**config.mk**
```make
export PLATFORM = sky130hd
export DESIGN_NAME = alu_op_sequencer
export DESIGN_NICKNAME = d
export VERILOG_FILES = /design/src/rtl/alu_op_sequencer.sv
export SDC_FILE = /design/constraint.sdc
export NUM_CORES = 1
export LEC_CHECK = 0
export BUFFER_PORTS_ARGS = -buffer_cell sky130_fd_sc_hd__buf_2
export CAP_MARGIN = 25
export CORE_ASPECT_RATIO = 0.6
export CORE_MARGIN = 2
export CORE_UTILIZATION = 30
export CTS_CLUSTER_DIAMETER = 40
export DETAILED_ROUTE_END_ITERATION = 12
export MAX_ROUTING_LAYER = met4
export PLACE_DENSITY = 0.67
export SETUP_SLACK_MARGIN = 0.02
export SLEW_MARGIN = 20
export SYNTH_ARGS = -nofsm -noshare
export SYNTH_HDL_FRONTEND = slang
export SYNTH_SLANG_ARGS = --single-unit
export TNS_END_PERCENT = 50
```
**constraint.sdc**
```tcl
create_clock -name clk -period 2 [get_ports clk]
set_input_delay 0.2 -clock clk [delete_from_list [all_inputs] [get_ports clk]]
set_output_delay 0.2 -clock clk [all_outputs]
set_load 0.01 [all_outputs]
```
**src/rtl/alu_op_sequencer.sv**
```systemverilog
// ALU operation sequencer: accepts one command, drives the ALU, waits for the
// datapath to settle, then returns the result. Optional zero flag: ALU_SEQ_ZERO_FLAG_EN.
module alu_op_sequencer #(
  parameter int unsigned SETTLE_CYCLES = 2
) (
  input  logic        clk,
  input  logic        reset_n,
  input  logic        req_valid,
  output logic        req_ready,
  input  logic [2:0]  req_cmd,
  input  logic [31:0] req_a,
  input  logic [31:0] req_b,
  output logic [31:0] alu_a,
  output logic [31:0] alu_b,
  output logic [2:0]  ALUindex,
  output logic        ifslt,
  output logic        invertB,
  output logic        carryin,
  input  logic [31:0] alu_result,
  output logic        rsp_valid,
  input  logic        rsp_ready,
  output logic [31:0] rsp_result
`ifdef ALU_SEQ_ZERO_FLAG_EN
  ,
  output logic        rsp_zero
`endif
);

  localparam logic [1:0] S_IDLE   = 2'd0;
  localparam logic [1:0] S_SETTLE = 2'd1;
  localparam logic [1:0] S_RESP   = 2'd2;

  localparam logic [3:0] CNT_LOAD = 4'(SETTLE_CYCLES - 1);

  logic [1:0]  state_q, state_d;
  logic [3:0]  cnt_q, cnt_d;
  logic [31:0] a_q, a_d;
  logic [31:0] b_q, b_d;
  logic [2:0]  idx_q, idx_d;
  logic        slt_q, slt_d;
  logic        inv_q, inv_d;
  logic        cin_q, cin_d;
  logic [31:0] res_q, res_d;
  logic        zero_q, zero_d;

  logic [2:0]  dec_idx;
  logic        dec_slt;
  logic        dec_inv;

  always_comb begin
    dec_idx = 3'd0;
    dec_slt = 1'b0;
    dec_inv = 1'b0;
    case (req_cmd)
      3'd0: dec_idx = 3'd0;
      3'd1: begin
        dec_idx = 3'd0;
        dec_inv = 1'b1;
      end
      3'd2: dec_idx = 3'd2;
      3'd3: begin
        dec_idx = 3'd1;
        dec_slt = 1'b1;
        dec_inv = 1'b1;
      end
      3'd4: dec_idx = 3'd3;
      3'd5: dec_idx = 3'd4;
      3'd6: dec_idx = 3'd5;
      default: dec_idx = 3'd6;
    endcase
  end

  always_comb begin
    state_d = state_q;
    cnt_d   = cnt_q;
    a_d     = a_q;
    b_d     = b_q;
    idx_d   = idx_q;
    slt_d   = slt_q;
    inv_d   = inv_q;
    cin_d   = cin_q;
    res_d   = res_q;
    zero_d  = zero_q;
    case (state_q)
      S_IDLE: begin
        if (req_valid) begin
          a_d     = req_a;
          b_d     = req_b;
          idx_d   = dec_idx;
          slt_d   = dec_slt;
          inv_d   = dec_inv;
          cin_d   = dec_inv;
          cnt_d   = CNT_LOAD;
          state_d = S_SETTLE;
        end
      end
      S_SETTLE: begin
        if (cnt_q == 4'd0) begin
          res_d   = alu_result;
          zero_d  = (alu_result == 32'd0);
          state_d = S_RESP;
        end else begin
          cnt_d = cnt_q - 4'd1;
        end
      end
      S_RESP: begin
        if (rsp_ready) state_d = S_IDLE;
      end
      default: state_d = S_IDLE;
    endcase
  end

  always_ff @(posedge clk or negedge reset_n) begin
    if (!reset_n) begin
      state_q <= S_IDLE;
      cnt_q   <= 4'd0;
      a_q     <= 32'd0;
      b_q     <= 32'd0;
      idx_q   <= 3'd0;
      slt_q   <= 1'b0;
      inv_q   <= 1'b0;
      cin_q   <= 1'b0;
      res_q   <= 32'd0;
      zero_q  <= 1'b0;
    end else begin
      state_q <= state_d;
      cnt_q   <= cnt_d;
      a_q     <= a_d;
      b_q     <= b_d;
      idx_q   <= idx_d;
      slt_q   <= slt_d;
      inv_q   <= inv_d;
      cin_q   <= cin_d;
      res_q   <= res_d;
      zero_q  <= zero_d;
    end
  end

  assign req_ready  = (state_q == S_IDLE);
  assign rsp_valid  = (state_q == S_RESP);
  assign rsp_result = res_q;
  assign alu_a      = a_q;
  assign alu_b      = b_q;
  assign ALUindex   = idx_q;
  assign ifslt      = slt_q;
  assign invertB    = inv_q;
  assign carryin    = cin_q;

`ifdef ALU_SEQ_ZERO_FLAG_EN
  assign rsp_zero = zero_q;
`else
  logic unused_zero;
  assign unused_zero = zero_q;
`endif

endmodule

```
==> metrics.md <==
| Metric | Value |
|---|---|
| Wirelength per Cell | `13.1 um` |
| Critical Path End | `rsp_result[12]$_DFFE_PN0P_` |
| Yosys reg bits | `107` |
| DRT antenna net count | `0` |
| DR iter-0 viols | `152` |
| DRT Wirelength | `10500 um` |
| Grt ovf | `0` |
| Leak Pwr | `0.00332 uW` |
| Worst reg2reg startpoint | `cnt_q[1]$_DFFE_PN0P_` |
| Slew Viols, Final | `0` |
| Layout cells sized above 1 | `43.7%` |
| Register Area | `2680 sq um` |
| Syn Inst Count | `398` |
| Syn Nets | `502` |
| HP Class | `in -> reg` |
| CTS Root Cell | `clkbuf_16` |
| Die height | `96.7 um` |
| DPL Wire Length | `7940 um` |
| Pwr dens | `1660 nW/um^2` |
| Fillers | `1346` |
| Io pins | `207` |
| Die area | `15300 sq um` |
| Outcome | `completed` |
| Crit Path Category | `reg -> reg` |
| Post-Syn Area | `4300 sq um` |
| Fmax | `560 MHz` |
| Core area | `13800 sq um` |
| Final hold vios | `0` |
| Drt first pass iters | `4` |
| CP endpoint kind | `flop` |
| Crit path launch type | `flop` |
| Multi-input logic area | `1490 sq um` |
| Area Overhead vs Synth | `35.8%` |
| CTS tree | `done` |
| Critical Path Start | `cnt_q[1]$_DFFE_PN0P_` |
| Largest net degree at the start of global routing | `54` |
| Tmin final | `1780 ps` |
| Worst Tran Pin Value | `457 ps` |
| Worst flop-to-flop path endpoint | `rsp_result[12]$_DFFE_PN0P_` |
| GRT Total Usage | `14.2%` |
| R2R Setup Slk | `220 ps` |
| Post-route setup TNS | `0 ps` |
| Post_cts resized | `0` |
| GP Congestion | `0.762` |
| Die Width | `159 um` |
| Worst-Skew Late Latency | `330 ps` |
| Finished Core Util | `42.2%` |
| Worst-path clk slew | `70 ps` |
| Worst endpoint required time | `2220 ps` |
| Syn_area_per_cell | `10.8 sq um` |
| CTS H-Tree Depth | `3` |
| Total number of vias | `3401` |
| # port buffers | `206` |
| Rows | `33` |
| Vias in the first global route | `3511` |
| Post-DR vias/cell | `4.26` |
| Synth warnings | `0` |
| Antenna violations before repair | `0` |
| Worst VDD drop | `0.527 mV` |
| ANT cells | `0` |
| Setup Viol. Count Final | `0` |
| Post-synth cell types | `28` |
| Slew margin rel. | `69.5%` |
| RSZ-0062 raised after global routing | `false` |
| Critical Path Fanout Max | `33` |
| Initial core utilization | `31.1%` |
| Arr. time, crit path | `2000 ps` |
| Max-cap violations | `0` |
| CTS Buf Count | `9` |
| Clk_skew | `5.75 ps` |
| Net count, final | `708` |
| Maximum clock insertion buffer count | `2` |
| Tcrit/Tclk final | `89.2%` |
| # DRC | `0` |
| R2R cell count | `6` |
| First-pass GRT wire length | `17000 um` |
| CTS sink cnt | `107` |
| Post-synthesis sequential area ratio | `62.3%` |
## worst min path at each step
stage              start                          to  slack, ps  cells past startpoint
3_3_place_gp     reset_n  rsp_result[10]$_DFFE_PN0P_        170                      1
6_report       rsp_ready      state_q[1]$_DFFE_PN0P_         50                      2
3_5_place_dp     reset_n   rsp_result[4]$_DFFE_PN0P_        180                      1
5_1_grt        rsp_ready      state_q[1]$_DFFE_PN0P_         30                      2
2_1_floorplan    reset_n     ALUindex[0]$_DFFE_PN0P_       -100                      0
4_1_cts         req_a[7]        alu_a[7]$_DFFE_PN0P_         40                      3
## per-layer routing
layer | vias up | part of all wire [%] | track usage [%]
met2 | 118 | 46 | 22.8
met4 | 0 | 1.1 | 3.81
met3 | 11 | 7.0 | 4.03
li1 | 1654 | - | -
met1 | 1618 | 46 | 17.7
met5 | - | 0 | -
## Yosys cell counts
cell,instances,area (sq um)
nand3b_1,2,15.0
mux2_2,4,45.0
or3_1,2,12.5
nand2_1,201,754
nor3b_2,1,12.5
buf_6,4,45.0
mux2i_1,1,10.0
nand2b_1,3,18.8
o21bai_1,1,7.51
ha_1,1,12.5
nor4bb_1,1,10.0
clkbuf_1,2,7.51
a31oi_1,1,6.26
buf_2,12,60.1
nand3b_4,1,20.0
or3b_1,1,8.76
nor3b_4,1,18.8
inv_1,3,11.3
or4_1,1,7.51
o21ai_1,1,5.00
o21ai_0,6,30.0
nand3_1,4,20.0
nor2b_1,1,6.26
nor2_1,4,15.0
mux2_4,29,435
buf_4,2,15.0
dfrtp_1,107,2680
xor2_1,1,8.76
## logic make-up after synthesis
group	count (synthesis)	share of synthesized area, %
AND/OR/NAND/NOR	223	21.4
flip-flops	107	62.3
multiplexers	34	11.4
buffers and inverters	23	3.23
AO/OA/AOI/OAI	9	1.14
XOR/XNOR	1	0.204
adder cells (fa/ha/maj)	1	0.291
## registers in the layout, indices dropped and copies added, names as in the netlist
signal	cells
ALUindex	3
alu_a	32
alu_b	32
carryin	1
cnt_q	4
ifslt	1
rsp_result	32
state_q	2
## cell type report
cell class                      count  area share [%]
Timing Repair Buffer              215            19.3
Inverter                            3           0.193
Tap cell                          192            4.12
Clock inverter                      4           0.879
Clock buffer                       10            4.10
Sequential cell                   107            45.9
Multi-Input combinational cell    268            25.5
## stage by stage
stage | hold slack [ps] | total power, uW | setup slack (ps) | cell area [sq um] | cells
2_1_floorplan | -95.6 | 6380 | 384 | 4300 | 398
6_report | 51.4 | 9700 | 216 | 5830 | 799
4_1_cts | 36.1 | 9850 | 219 | 5830 | 799
5_1_grt | 32.3 | 10400 | 152 | 5830 | 799
3_5_place_dp | 184 | 8050 | 232 | 5530 | 784
3_3_place_gp | 172 | 7850 | 333 | 5530 | 784
## repair_timing
action	in CTS	in global routing
hold buffers	1	0
hold endpoints to repair	32	0
setup endpoints to repair	0	0
buffers inserted	0	0
## layout by cell type (no fill, tap or decap), types with 3 or more instances in the layout
cell type,count
clkbuf_16,9
nor2_1,4
mux2_4,29
inv_1,3
o21ai_0,6
mux2_2,4
nand2_1,201
nand2b_1,3
dfrtp_1,107
nand3_1,4
buf_4,7
buf_2,205
## power breakdown
group / internal (uW) / leakage [uW] / switching [uW]
clock network: 994 / 0.000141 / 752
registers: 3240 / 0.00130 / 615
logic: 1940 / 0.00188 / 2170
total: 6170 / 0.00332 / 3530
## worst max-delay path: stages, from the launching register on
cell and delay (ps):
dfrtp_1 410, inv_1 70, ha_1 200, nor3b_4 320, nand3b_4 120, buf_12 200
mux2_4 330
No activity file was read; power rests on OpenSTA's default activity.
